==> config.mk <==
export PLATFORM = sky130hd
export DESIGN_NAME = cp0_timer
export DESIGN_NICKNAME = d
export VERILOG_FILES = /design/src/rtl/cp0_timer.sv
export SDC_FILE = /design/constraint.sdc
export NUM_CORES = 1
export LEC_CHECK = 0
export BUFFER_PORTS_ARGS = -buffer_cell sky130_fd_sc_hd__buf_2
export CAP_MARGIN = 20
export CORE_AREA = 2 2 167 169
export CTS_CLUSTER_DIAMETER = 30
export DETAILED_ROUTE_END_ITERATION = 8
export DIE_AREA = 0 0 169 171
export PLACE_DENSITY = 0.5
export SKIP_LAST_GASP = 1
export SLEW_MARGIN = 20
export SYNTH_ARGS = -nofsm -noshare
export SYNTH_HDL_FRONTEND = slang
export SYNTH_SLANG_ARGS = --single-unit
==> constraint.sdc <==
create_clock -name clk -period 2.4 [get_ports clk]
set_clock_uncertainty 0.05 [all_clocks]
set_input_delay 0.24 -clock clk [delete_from_list [all_inputs] [get_ports clk]]
set_output_delay 0.24 -clock clk [all_outputs]
set_load 0.03 [all_outputs]
==> src/rtl/cp0_timer.sv <==
// -----------------------------------------------------------------------------
// cp0_timer
//   Minimal MIPS-style coprocessor-0: status/cause/EPC/BadVAddr/PRId registers,
//   a free-running Count/Compare timer and the trap request logic for the
//   M stage of the pipeline.
//
// Parameters
//   NUM_HWINT  : number of external interrupt lines (1..6)
//   TIMER_EN   : 1 = Count/Compare timer present, 0 = timer reads 0, TI stays 0
//   PRID_VALUE : read-only PRId contents
//
// Ports
//   clk        : clock, all state updates on the rising edge
//   reset      : asynchronous active-low reset
//   rd_addr    : mfc0 register number (combinational read on rd_data)
//   wr_addr    : mtc0 register number
//   wr_data    : mtc0 data
//   we         : mtc0 strobe
//   pc         : PC of the instruction in M stage (trap victim)
//   bd         : victim sits in a branch delay slot
//   valid      : M stage holds a real instruction
//   exc_code   : nonzero = synchronous exception raised by the victim
//   bad_vaddr  : faulting address for address-error exceptions
//   eret       : return from exception
//   hw_int     : level-sensitive external interrupt lines
//   int_req    : take the trap this cycle
//   epc_out    : current EPC register
//   rd_data    : mfc0 read data
// -----------------------------------------------------------------------------
module cp0_timer #(
    parameter int          NUM_HWINT  = 6,
    parameter int          TIMER_EN   = 1,
    parameter logic [31:0] PRID_VALUE = 32'h12345678
) (
    input  logic                 clk,
    input  logic                 reset,
    input  logic [4:0]           rd_addr,
    input  logic [4:0]           wr_addr,
    input  logic [31:0]          wr_data,
    input  logic                 we,
    input  logic [31:0]          pc,
    input  logic                 bd,
    input  logic                 valid,
    input  logic [4:0]           exc_code,
    input  logic [31:0]          bad_vaddr,
    input  logic                 eret,
    input  logic [NUM_HWINT-1:0] hw_int,
    output logic                 int_req,
    output logic [31:0]          epc_out,
    output logic [31:0]          rd_data
);

    localparam logic [4:0] ADDR_BADVADDR = 5'd8;
    localparam logic [4:0] ADDR_COUNT    = 5'd9;
    localparam logic [4:0] ADDR_COMPARE  = 5'd11;
    localparam logic [4:0] ADDR_SR       = 5'd12;
    localparam logic [4:0] ADDR_CAUSE    = 5'd13;
    localparam logic [4:0] ADDR_EPC      = 5'd14;
    localparam logic [4:0] ADDR_PRID     = 5'd15;

    localparam logic [4:0] EXC_ADEL = 5'd4;
    localparam logic [4:0] EXC_ADES = 5'd5;

    // Address-error exceptions are the only ones that capture BadVAddr.
    function automatic logic is_addr_fault(input logic [4:0] code);
        logic hit;
        case (code)
            EXC_ADEL: hit = 1'b1;
            EXC_ADES: hit = 1'b1;
            default:  hit = 1'b0;
        endcase
        return hit;
    endfunction

    // Word-aligned return address; a delay-slot victim restarts at its branch.
    function automatic logic [31:0] trap_epc(input logic [31:0] victim_pc,
                                             input logic        in_slot);
        logic [31:0] aligned;
        aligned = {victim_pc[31:2], 2'b00};
        return in_slot ? (aligned - 32'd4) : aligned;
    endfunction

    // ------------------------------------------------------------------
    // State
    // ------------------------------------------------------------------
    logic [5:0]  im_r;
    logic        exl_r;
    logic        ie_r;
    logic        bd_r;
    logic        ti_r;
    logic [5:0]  hw_ip_r;
    logic [4:0]  exc_code_r;
    logic [31:0] epc_r;
    logic [31:0] badvaddr_r;
    logic [31:0] count_r;
    logic [31:0] compare_r;

    // ------------------------------------------------------------------
    // Combinational helpers
    // ------------------------------------------------------------------
    logic [5:0]  hw_pad_s;
    logic [5:0]  ip_s;
    logic        int_pending_s;
    logic        exc_s;
    logic        trap_s;
    logic        wr_ok_s;
    logic        wr_sr_s;
    logic        wr_epc_s;
    logic        wr_count_s;
    logic        wr_compare_s;
    logic [31:0] count_inc_s;
    logic        ti_set_s;
    logic [31:0] sr_s;
    logic [31:0] cause_s;
    logic        unused_ok_s;

    // Lines beyond NUM_HWINT are tied low so their IP bits always read 0.
    for (genvar g = 0; g < 6; g++) begin : g_hw_pad
        if (g < NUM_HWINT) begin : g_live
            assign hw_pad_s[g] = hw_int[g];
        end else begin : g_tied
            assign hw_pad_s[g] = 1'b0;
        end
    end

    // The low PC bits are dropped when forming EPC.
    assign unused_ok_s = &{1'b0, pc[1:0]};

    // Pending-interrupt, trap and mtc0 decode.
    always_comb begin
        ip_s          = {hw_ip_r[5] | ti_r, hw_ip_r[4:0]};
        int_pending_s = (|(ip_s & im_r)) & ie_r & ~exl_r;
        exc_s         = (exc_code != 5'd0);
        // Gating with reset keeps int_req low while reset is asserted even
        // when an exception code is presented.
        trap_s        = reset & valid & (int_pending_s | exc_s);
        // A trap in the same cycle swallows the mtc0.
        wr_ok_s       = we & ~trap_s;
        wr_sr_s       = wr_ok_s & (wr_addr == ADDR_SR);
        wr_epc_s      = wr_ok_s & (wr_addr == ADDR_EPC);
        wr_count_s    = wr_ok_s & (wr_addr == ADDR_COUNT);
        wr_compare_s  = wr_ok_s & (wr_addr == ADDR_COMPARE);
        count_inc_s   = count_r + 32'd1;
        // Only an increment can raise TI; loading Count by mtc0 never does.
        if (TIMER_EN != 0) begin
            ti_set_s = ~wr_count_s & (count_inc_s == compare_r);
        end else begin
            ti_set_s = 1'b0;
        end
    end

    // Trap request and EPC outputs.
    always_comb begin
        int_req = trap_s;
        epc_out = epc_r;
    end

    // ------------------------------------------------------------------
    // Sequential logic
    // ------------------------------------------------------------------

    // Sample the external interrupt lines once per cycle into IP.
    always_ff @(posedge clk or negedge reset) begin
        if (!reset) begin
            hw_ip_r <= 6'b0;
        end else begin
            hw_ip_r <= hw_pad_s;
        end
    end

    // Count/Compare timer and the TI flag.
    always_ff @(posedge clk or negedge reset) begin
        if (!reset) begin
            count_r   <= 32'd0;
            compare_r <= 32'hFFFF_FFFF;
            ti_r      <= 1'b0;
        end else if (TIMER_EN != 0) begin
            if (wr_count_s) begin
                count_r <= wr_data;
            end else begin
                count_r <= count_inc_s;
            end
            if (wr_compare_s) begin
                compare_r <= wr_data;
            end
            // A Compare write acknowledges the timer interrupt.
            if (wr_compare_s) begin
                ti_r <= 1'b0;
            end else if (ti_set_s) begin
                ti_r <= 1'b1;
            end
        end else begin
            count_r <= 32'd0;
            ti_r    <= 1'b0;
        end
    end

    // Status, cause, EPC and BadVAddr: trap entry, eret and mtc0 updates.
    always_ff @(posedge clk or negedge reset) begin
        if (!reset) begin
            im_r       <= 6'b0;
            exl_r      <= 1'b0;
            ie_r       <= 1'b0;
            bd_r       <= 1'b0;
            exc_code_r <= 5'd0;
            epc_r      <= 32'd0;
            badvaddr_r <= 32'd0;
        end else if (trap_s) begin
            // Nested exceptions (EXL already set) keep the original EPC/BD.
            if (!exl_r) begin
                exl_r <= 1'b1;
                bd_r  <= bd;
                epc_r <= trap_epc(pc, bd);
            end
            if (int_pending_s) begin
                exc_code_r <= 5'd0;
            end else begin
                exc_code_r <= exc_code;
                if (is_addr_fault(exc_code)) begin
                    badvaddr_r <= bad_vaddr;
                end
            end
        end else begin
            if (wr_sr_s) begin
                im_r <= wr_data[15:10];
                ie_r <= wr_data[0];
            end
            // eret wins over an mtc0 to SR.EXL in the same cycle.
            if (eret) begin
                exl_r <= 1'b0;
                bd_r  <= 1'b0;
            end else if (wr_sr_s) begin
                exl_r <= wr_data[1];
            end
            if (wr_epc_s) begin
                epc_r <= {wr_data[31:2], 2'b00};
            end
        end
    end

    // ------------------------------------------------------------------
    // mfc0 read path (current register state, no write bypass)
    // ------------------------------------------------------------------

    // Assemble SR/Cause images and select the addressed register.
    always_comb begin
        sr_s    = {16'b0, im_r, 8'b0, exl_r, ie_r};
        cause_s = {bd_r, ti_r, 14'b0, ip_s, 3'b0, exc_code_r, 2'b00};
        case (rd_addr)
            ADDR_BADVADDR: rd_data = badvaddr_r;
            ADDR_COUNT:    rd_data = (TIMER_EN != 0) ? count_r : 32'd0;
            ADDR_COMPARE:  rd_data = (TIMER_EN != 0) ? compare_r : 32'd0;
            ADDR_SR:       rd_data = sr_s;
            ADDR_CAUSE:    rd_data = cause_s;
            ADDR_EPC:      rd_data = epc_r;
            ADDR_PRID:     rd_data = PRID_VALUE;
            default:       rd_data = 32'd0;
        endcase
    end

endmodule
* After elaboration in Yosys (flattened, before gate mapping) *
Cells that the tools add are included.

operators by class
  bitwise operators = 17
  reduce and logical (&&, ||, !) cells = 11
  mux-type cells = 18
  $add $sub $neg = 2
  equal/unequal tests = 15

operator list
  kind                     count
  $pmux W32 S7             1
  $mux W32                 5
  $eq A5 B4 Y1 const B     11
  $add A32 B1 Y32 const B  1
  $eq A32 B32 Y1           1
  $sub A32 B3 Y32 const B  1
  $mux W1                  11
  $and A1 B1 Y1            10
  $eq A5 B3 Y1 const B     2
  $and A6 B6 Y6            1
  $reduce_and A2 Y1        3
  $reduce_bool A2 Y1       3
  $reduce_or A6 Y1         1
  $mux W5                  1
  $reduce_bool A5 Y1       1
  $not A1 Y1               4
  $reduce_and A3 Y1        1
  $reduce_bool A3 Y1       1
  $ne A2 B2 Y1 const B     1
  $or A1 B1 Y1             2
  $reduce_or A2 Y1         1

word-level totals
  bits in registers = 149
  input bits = 123
  output and inout bits = 65

* Longest topological paths before layout *
Gate-level depths: netlist (run 1).

  depth after elaboration = 14
  mapped depth = 11
  mapped depth without buffers = 9

* Least setup slack after synthesis (run 1) *
No wires, ideal clock.

  path type = reg-to-reg
  start point = register count_r[10]
  end point = register ti_r
  cell stages (with the launch flop) = 9
  setup slack = -206 ps
  path buffers = 1
  required time = 2255 ps
  arrival = 2461 ps
  setup time = 95 ps
  cells stage by stage = dfrtp_1 > buf_6 > nand3_2 > or4_2 > nor4_4 > xnor3_4 > o2111ai_1 > or4_1 > o31ai_1

on the way
  word-level cells in the longest chain between the ends = 4

ends and longest elaborated chain
  item                                 line  source
  from (decl)                          95    logic [31:0] count_r;
  from (signal assigned)               179   count_r <= wr_data;
  from (signal assigned)               181   count_r <= count_inc_s;
  $add A32 B1 Y32                      143   count_inc_s = count_r + 32'd1;
  $eq A32 B32 Y1                       146   ti_set_s = ~wr_count_s & (count_inc_s == compare_r);
  $and A1 B1 Y1                        146
  $reduce_bool A2 Y1 (no source line)  -
  to (signal assigned)                 176   ti_r <= 1'b0;
  to (signal assigned)                 188   ti_r <= 1'b0;
  to (signal assigned)                 190   ti_r <= 1'b1;
  to (decl)                            90    logic ti_r;

Every way passes these cells.
A chain may end at the register's enable or synchronous reset.

* Final worst setup path (run 1) *
  start point = register count_r[2]
  end point = register ti_r

Same word-level chain as after synthesis.

==> results of run 1 <==
[power groups by stage]
| stage | clock, mW | sequential [mW] | combinational [mW] |
|---|---|---|---|
| finish | 2.52 | 3.71 | 4.42 |
| global route | 2.67 | 3.79 | 4.76 |
| CTS | 2.56 | 3.71 | 4.25 |
| detailed placement | 0 | 3.75 | 4.10 |
| global placement | 0 | 3.74 | 4.10 |
| floorplan | 0 | 3.75 | 2.20 |
[cells by family (layout without fill, tap and decap cells)]
family,Yosys count,count (layout),share of synthesized area [%]
compound gates,203,203,14.2
xor+xnor,78,78,9.12
fa+ha+maj,2,2,0.285
buf+inv,70,434,3.94
flops,147,147,42.3
mux,94,94,11.8
other cells,1,2,0.0427
simple gates,317,317,18.4
[worst max-delay path, cell delays in order (launching register included)]
cell and delay (ps):
dfrtp_1 410, nand4_1 160, buf_4 190, nor4_4 390, nand3_2 160, mux2i_1 140, a311o_1 280, or4_4 540
o31ai_2 250
[cells in the mapped netlist (4+ instances only)]
library cell / count
xor2_1: 18
buf_1: 4
nor2_1: 75
xnor3_1: 4
dfrtp_1: 115
nor3_1: 22
or4_1: 5
a221o_1: 4
xnor2_1: 52
inv_1: 10
nand3_1: 19
a211oi_1: 5
dfstp_2: 32
buf_2: 8
a22oi_1: 38
mux2_2: 74
or3_1: 7
nor2b_1: 6
nand4_1: 25
nor4_1: 15
clkbuf_1: 37
o21ai_0: 58
and4_1: 5
a21oi_1: 70
mux2i_1: 20
and3_1: 10
clkbuf_8: 4
and2_1: 4
a222oi_1: 5
nand2_1: 98
[state kept, by name (all words and copies together), names as in the netlist]
| signal | count |
|---|---|
| hw_ip_r | 6 |
| im_r | 6 |
| exc_code_r | 5 |
| compare_r | 32 |
| count_r | 32 |
| exl_r | 1 |
| epc_out | 30 |
| ie_r | 1 |
| ti_r | 1 |
| bd_r | 1 |
| badvaddr_r | 32 |
[per-stage QoR]
stage                     worst slack (ps)  power (mW)  instance area, um2
after floorplan                       -131        5.95                8810
final                                 -268        10.7               12400
after detailed placement              -310        7.85               11100
after global routing                  -434        11.2               12400
after global placement                -223        7.84               11100
after CTS                             -214        10.5               12100
[metal layers]
metal  track usage, %  vias to the layer above  wire length [um]
met2             36.3                      261             15700
met5                0                        -                 0
li1                 -                     4015                 -
met3             5.39                       39              2050
met4             6.58                        0               641
met1             31.8                     4199             15500
[final cells by class]
type | instances | area share (%)
clock buffer | 22 | 3.58
clock inverter | 10 | 0.717
inverter | 11 | 0.353
multi-input combinational | 696 | 39.4
sequential | 147 | 30.0
tap | 346 | 3.49
timing repair buffer | 391 | 22.4
[repair_timing]
| action | in CTS | in global routing |
|---|---|---|
| gates cloned | 0 | 4 |
| hold endpoints to repair | 98 | 0 |
| hold buffers | 36 | 0 |
| pin swaps | 5 | 16 |
| endpoints found under the setup margin | 12 | 37 |
| gates resized for setup | 16 | 26 |
| buffers inserted | 7 | 9 |
[placed cells by master (no fill, tap or decap), types with 6 or more instances in the layout]
| cell type | netlist | final |
|---|---|---|
| xor2_1 | 18 | 18 |
| xnor2_1 | 52 | 52 |
| mux2i_1 | 20 | 20 |
| or3_1 | 7 | 6 |
| and3_1 | 10 | 10 |
| nor2_1 | 75 | 71 |
| dlygate4sd3_1 | 0 | 36 |
| o21ai_0 | 58 | 57 |
| nand3_1 | 19 | 19 |
| buf_2 | 8 | 181 |
| a22oi_1 | 38 | 38 |
| nand4_1 | 25 | 25 |
| clkbuf_16 | 0 | 21 |
| dfrtp_1 | 115 | 112 |
| nor3_1 | 22 | 16 |
| a21oi_1 | 70 | 69 |
| buf_12 | 0 | 8 |
| dfstp_2 | 32 | 32 |
| nand2_1 | 98 | 98 |
| nor4_1 | 15 | 12 |
| buf_4 | 3 | 155 |
| inv_1 | 10 | 10 |
| nor2b_1 | 6 | 6 |
| mux2_2 | 74 | 74 |
[how the worst max path moves through the flow]
stage,to,depth (start not counted),from,slack [ps]
floorplan,ti_r$_DFFE_PN0P_,8,count_r[0]$_DFF_PN0_,-130
global placement,ti_r$_DFFE_PN0P_,10,count_r[0]$_DFF_PN0_,-220
detailed placement,ti_r$_DFFE_PN0P_,8,count_r[0]$_DFF_PN0_,-310
CTS,ti_r$_DFFE_PN0P_,8,count_r[1]$_DFF_PN0_,-210
global route,ti_r$_DFFE_PN0P_,11,count_r[0]$_DFF_PN0_,-430
finish,ti_r$_DFFE_PN0P_,8,count_r[2]$_DFF_PN0_,-270
==> results.json, run 1 <==
{
  "outcome": "finished, violations left",
  "violations": "negative setup slack",
  "drc": 0,
  "nets": 1389,
  "async_reset_ff_share_pct": 100,
  "leakagePower_nw": 5.65,
  "synth_top_area_share_pct": 32.7,
  "synth_area_leaders": "dfrtp_1 (33%), dfstp_2 (9.6%), mux2_2 (9.5%), xnor2_1 (5.2%), nand2_1 (4.2%)",
  "start_util_pct": 32.2,
  "setup_viol": 1,
  "rrSetupSlack_ps": -270,
  "synthFlopType": "dfrtp_1",
  "drive_gt1_share_pct": 41.9,
  "grt_pass1_wl_um": 49800,
  "design.die.area_um2": 28900,
  "cts.htree.levels": 4,
  "io_pins": 188,
  "fin_util_pct": 45.4,
  "power_frac_comb_pct": 41.5,
  "hold_ws_ps": 3.88,
  "hold_viol_final": 0,
  "crit_required_ps": 2690,
  "rsz0062_at_grt": "true",
  "cts_root_buffer": "clkbuf_16",
  "num_rows": 61,
  "rr_worst_depth": 8,
  "coreArea_um2": 27300,
  "synth-seq-area-share_pct": 42.3,
  "cts_sinks": 147,
  "max-clock-path-buffers": 2,
  "grt_usage_pct": 23.1,
  "vias": 8514,
  "clock_power_share_pct": 23.7,
  "timing.final.ws_setup_ps": -268,
  "tightest_slew_ps": 887,
  "wl_per_cell_um": 20.9,
  "ir_drop_v": 0.000430,
  "area_growth_pct": 41.0,
  "drtPass1Iterations": 5,
  "finalSetupTns_ps": -268,
  "layout.cells.non_filler": 1623,
  "cap_violations": 0,
  "postSynthCellCount": 912,
  "die_h_um": 171,
  "synth_area_per_cell_um2": 9.64,
  "max_freq_mhz": 375,
  "cts.reportedPaths.clkPinSlew_ps": 60,
  "min_path_type": "input port to register",
  "r2r-end": "ti_r$_DFFE_PN0P_",
  "cts_buffers": 17,
  "grt_pass1_vias": 8311,
  "synth-seq-cells": 147,
  "fin_crit_sh_pct": 111,
  "place_hpwl_um": 26200,
  "seqPwrFrac_pct": 34.9,
  "synth.distinct_cells": 72,
  "holdPathEnd": "exl_r$_DFFE_PN0P_",
  "cts_tree": "yes",
  "antenna_found_initial": 0,
  "hold_start": "eret",
  "cp_data_arrival_time_ps": 2960,
  "sw_frac_of_total_pct": 36.8,
  "routed_wl_um": 33900,
  "final_antenna_net_count": 0,
  "path_max_fanout": 5,
  "maxSlewViolCount": 0,
  "multi_input_area_um2": 4880,
  "max_slew_margin_pct": 40.8,
  "grt_max_degree": 67,
  "cp-start-kind": "register",
  "hold_depth": 2,
  "crit_type": "register to register",
  "timing.rr.start": "count_r[2]$_DFF_PN0_",
  "overflow": 0,
  "period_needed_ps": 2670,
  "place_inst": 1537,
  "drt-initial-drc-count": 546,
  "ys_warn_count": 0,
  "vias_per_cell": 5.25,
  "synth-edff-count": 0,
  "p_int_mw": 6.73,
  "switchingPower_mw": 3.92,
  "synth.largest_area_cell": "dfrtp_1",
  "nFillCells": 2703,
  "seq_area_um2": 3720,
  "die_w_um": 169,
  "place_congestion": 0.880,
  "critPathCaptureType": "register",
  "antennaDiodeCount": 0,
  "power.density_nw_per_um2": 860,
  "clk_latency_ps": 430,
  "port_buffers": 183,
  "synth_area_um2": 8790
}
No activity file was read; power rests on OpenSTA's default activity.
==> inputs of run 2 (changes only) <==
Settings changed: CELL_PAD_IN_SITES_DETAIL_PLACEMENT from default to 2, CELL_PAD_IN_SITES_GLOBAL_PLACEMENT from default to 2, CORE_AREA 2 2 167 169 to 2 2 172 174, DIE_AREA 0 0 169 171 to 0 0 174 176, GPL_ROUTABILITY_DRIVEN from default to 1, PLACE_DENSITY 0.5 to 0.73.
==> run 2 against run 1 <==
The run still ends with negative setup slack left; register-to-register slack lost 110 ps; worst hold slack lost 2.6 ps; setup slack lost 110 ps; via count grew 14%; die area grew 6.0%; critical path type unchanged; largest power group unchanged.
==> results.json, run 2 (synthesis results as in run 1) <==
{
  "crit_required_ps": 2690,
  "layout_common_cells": "buf_2 (181), buf_4 (140), dfrtp_1 (110)",
  "nets": 1377,
  "outcome": "finished, violations left",
  "port_buffers": 183,
  "final_common_cell": "buf_2",
  "vias": 9703,
  "hold_ws_ps": 1.27,
  "routed_wl_um": 50000,
  "drtPass1Iterations": 5,
  "finalSetupTns_ps": -10920,
  "path_max_fanout": 3,
  "start_util_pct": 30.8,
  "period_needed_ps": 2780,
  "die_w_um": 174,
  "max_freq_mhz": 360,
  "critPathCaptureType": "register",
  "rsz0062_at_grt": "true",
  "final_antenna_net_count": 0,
  "timing.final.ws_setup_ps": -378,
  "crit_type": "register to register",
  "grt_max_degree": 148,
  "max_slew_margin_pct": 40.2,
  "setup_viol": 110,
  "die_h_um": 176,
  "coreArea_um2": 28500,
  "cp_data_arrival_time_ps": 3070,
  "antenna_found_initial": 5,
  "cts_sinks": 147,
  "leakagePower_nw": 5.68,
  "place_congestion": 0.876,
  "cts.reportedPaths.clkPinSlew_ps": 70,
  "cp-start-kind": "register",
  "max-clock-path-buffers": 2,
  "clk_latency_ps": 450,
  "overflow": 0,
  "drt-initial-drc-count": 852,
  "fin_crit_sh_pct": 116,
  "cap_violations": 0,
  "power.total_mw": 11.6,
  "grt_pass1_vias": 10100,
  "area_growth_pct": 43.1,
  "grt_usage_pct": 29.7,
  "tightest_slew_ps": 897,
  "power.density_nw_per_um2": 921,
  "cts.htree.levels": 4,
  "vias_per_cell": 5.88,
  "drc": 0,
  "violations": "negative setup slack",
  "place_hpwl_um": 30200,
  "grt_pass1_wl_um": 68000,
  "rrSetupSlack_ps": -380,
  "io_pins": 188,
  "design.die.area_um2": 30600,
  "reg.largest.list": "badvaddr_r x32, compare_r x32, count_r x32",
  "ir_drop_v": 0.000563,
  "wl_per_cell_um": 30.3,
  "hold_viol_final": 0,
  "drive_gt1_share_pct": 44.0,
  "cts_tree": "yes",
  "cts_root_buffer": "clkbuf_16",
  "num_rows": 62,
  "maxSlewViolCount": 0,
  "cts_buffers": 17,
  "min_path_type": "input port to register"
}
[run 2: area by class of cell]
cell class | count | area, um2
sequential | 147 | 3720
clock inverter | 14 | 168
clock buffer | 18 | 429
inverter | 11 | 43.8
tap | 384 | 480
antenna | 1 | 2.50
fill | 3085 | 16000
multi-input combinational | 696 | 4960
timing repair buffer | 379 | 2760
[run 2: stage by stage]
step | util (%) | cells | worst slack (ps) | area, um2
3_5_place_dp | 38.8 | 1561 | -387 | 11100
2_1_floorplan | - | 913 | -131 | 8810
5_1_grt | 44.0 | 1649 | -470 | 12600
4_1_cts | 42.9 | 1640 | -284 | 12200
6_report | 44.1 | 1650 | -378 | 12600
3_3_place_gp | 38.8 | 1561 | -205 | 11100
[run 2: worst max-delay path: stages (launching register included)]
cell,delay (ps)
dfrtp_1,390
buf_6,120
nand4_1,150
or4_4,480
nor4_4,390
xnor3_4,350
o2111ai_1,100
or4_1,420
o31ai_1,220
[run 2: layer usage]
| metal | wire, um | vias to the layer above | part of all wire [%] | global-route usage [%] |
|---|---|---|---|---|
| li1 | - | 3987 | - | - |
| met4 | 2270 | 4 | 4.5 | 9.38 |
| met2 | 24600 | 530 | 49 | 51.1 |
| met1 | 19800 | 5010 | 39 | 38.2 |
| met3 | 3350 | 172 | 6.7 | 4.97 |
| met5 | 29 | - | 0.058 | 0 |
[run 2: timing repair]
action / in CTS / in global routing
endpoints found under the setup margin: 70 / 128
hold endpoints to repair: 145 / 0
hold buffers: 31 / 0
setup buffers: 14 / 5
resized for setup: 29 / 47
gates cloned: 2 / 5
pin swaps: 9 / 6
[run 2: power by group]
part | switching [mW] | internal, mW | leakage (nW)
clock network | 1.32 | 1.57 | 0.292
registers | 0.692 | 3.13 | 1.71
logic | 2.76 | 2.11 | 3.68
[run 2: worst paths after layout]
path | depth (start not counted) | to | start
min in group asynchronous | 3 | epc_out[2]$_DFFE_PN0P_ | reset
max reg2reg | 8 | ti_r$_DFFE_PN0P_ | count_r[0]$_DFF_PN0_
min | 2 | badvaddr_r[16]$_DFFE_PN0P_ | bad_vaddr[16]
max in group asynchronous | 3 | badvaddr_r[22]$_DFFE_PN0P_ | reset
min reg2reg | 1 | badvaddr_r[28]$_DFFE_PN0P_ | badvaddr_r[28]$_DFFE_PN0P_
max | 8 | ti_r$_DFFE_PN0P_ | count_r[0]$_DFF_PN0_
==> inputs of run 3 (changes only) <==
Settings changed: CELL_PAD_IN_SITES_DETAIL_PLACEMENT 2 to 1.
==> run 3 against run 2 <==
The flow still finishes with violations (negative setup slack); combinational power decreased by 13%; maximum frequency up 7.0%; count of clock-buffer cells in the layout decreased by 1; global-route usage decreased by 6.2 points.
==> results.json, run 3 (synthesis results as in run 1) <==
{
  "place_congestion": 0.876,
  "grt_usage_pct": 23.5,
  "antennaDiodeCount": 0,
  "reg.largest.list": "badvaddr_r x32, compare_r x32, count_r x32",
  "power.density_nw_per_um2": 880,
  "nets": 1364,
  "drt-initial-drc-count": 573,
  "hold_viol_final": 0,
  "cts_root_buffer": "clkbuf_16",
  "critPathCaptureType": "register",
  "design.die.area_um2": 30600,
  "vias_per_cell": 5.24,
  "io_pins": 188,
  "cts.reportedPaths.clkPinSlew_ps": 70,
  "layout_common_cells": "buf_2 (181), buf_4 (130), dfrtp_1 (112)",
  "routed_wl_um": 36500,
  "hold_ws_ps": 10.6,
  "grt_pass1_wl_um": 54600,
  "max_freq_mhz": 385,
  "overflow": 0,
  "timing.final.ws_setup_ps": -197,
  "drc": 0,
  "num_rows": 62,
  "nFillCells": 3381,
  "final_antenna_net_count": 0,
  "clk_latency_ps": 430,
  "grt_pass1_vias": 8975,
  "area_growth_pct": 40.0,
  "die_h_um": 176,
  "rsz0062_at_grt": "true",
  "period_needed_ps": 2600,
  "final_common_cell": "buf_2",
  "cap_violations": 0,
  "cp_data_arrival_time_ps": 2890,
  "antenna_found_initial": 0,
  "cts_tree": "yes",
  "leakagePower_nw": 5.57,
  "cp-start-kind": "register",
  "die_w_um": 174,
  "fin_crit_sh_pct": 108,
  "max_slew_margin_pct": 42.2,
  "crit_required_ps": 2690,
  "port_buffers": 183,
  "cts_buffers": 17,
  "ir_drop_v": 0.000514,
  "start_util_pct": 30.8,
  "drive_gt1_share_pct": 41.0,
  "grt_max_degree": 148,
  "tightest_slew_ps": 867,
  "maxSlewViolCount": 0,
  "pre_cts_ws_ps": -286,
  "cts.htree.levels": 4,
  "min_path_type": "input port to register",
  "cts_sinks": 147,
  "layout.cells.non_filler": 1636,
  "setup_viol": 1,
  "finalSetupTns_ps": -197,
  "outcome": "finished, violations left",
  "wl_per_cell_um": 22.3,
  "vias": 8567,
  "drtPass1Iterations": 8,
  "crit_type": "register to register",
  "path_max_fanout": 3,
  "place_hpwl_um": 28000,
  "place_inst": 1561,
  "coreArea_um2": 28500,
  "max-clock-path-buffers": 2,
  "violations": "negative setup slack"
}
==> run 3: cell count changes in the layout (fill, tap and decap cells not counted), sizes merged <==
cell	previous run	this run
buf	343	330
clkinv	4	1
inv	18	21
clkbuf	22	20
dlygate4sd3	31	33
bufbuf	1	0
clkinvlp	1	2
diode	1	0
==> run 3: worst max-delay path, cell delays in order, from the launching register on <==
cell      delay, ps
dfrtp_1         370
ha_2            210
nand4_1         180
or4_1           540
nor3_4          180
xnor3_2         170
o211ai_1         90
or4_1           520
o31ai_1         190
==> run 3: report_power, final <==
group	internal [mW]	switching, mW	total (mW)
Sequential	3.12	0.596	3.72
Combinational	1.99	2.26	4.26
Clock	1.59	1.26	2.85
Total	6.71	4.12	10.8
==> run 3: area by class of cell <==
cell class              count  area [um2]  area share, %
inverters                  11        43.8          0.356
well taps                 384         480           3.90
repair buffers            366        2600           21.1
multi-input cells         696        4850           39.4
clock buffers              17         425           3.46
clock inverters            15         186           1.51
flip-flops and latches    147        3720           30.2
==> run 3: through the flow <==
step                      instance area (um2)  util, %  power (mW)
after detailed placement                11100     38.8        7.84
after CTS                               12100     42.2        10.8
after global placement                  11100     38.8        7.74
after floorplan                          8810        -        5.95
final                                   12300     43.1        10.8
after global routing                    12300     43.1        11.4
==> run 3: worst paths after layout <==
| path | startpoint | end | slack, ps | depth (start not counted) |
|---|---|---|---|---|
| setup / recovery | count_r[0]$_DFF_PN0_ | ti_r$_DFFE_PN0P_ | -200 | 8 |
| hold / removal | bad_vaddr[24] | badvaddr_r[24]$_DFFE_PN0P_ | 10 | 2 |
| setup reg to reg | count_r[0]$_DFF_PN0_ | ti_r$_DFFE_PN0P_ | -200 | 8 |
| hold reg to reg | exc_code_r[4]$_DFFE_PN0N_ | exc_code_r[4]$_DFFE_PN0N_ | 440 | 2 |
| max in group asynchronous | reset | count_r[25]$_DFF_PN0_ | 1140 | 3 |
| min in group asynchronous | reset | badvaddr_r[10]$_DFFE_PN0P_ | 490 | 3 |
==> run 3: what timing repair did <==
item                                    in CTS  in global routing
pin swaps                                    0                  9
hold buffers                                33                  0
endpoints found under the setup margin      29                 49
hold endpoints to repair                   147                  0
gates resized for setup                      6                 34
buffers inserted                             1                  6
gates cloned                                 0                  4
==> run 3: layer usage <==
metal | wire length (um) | vias to the layer above | GRT usage, %
met3 | 1390 | 25 | 3.01
met4 | 556 | 0 | 5.53
met5 | 0 | - | 0
met2 | 17500 | 209 | 38.9
li1 | - | 3963 | -
met1 | 17000 | 4370 | 32.8
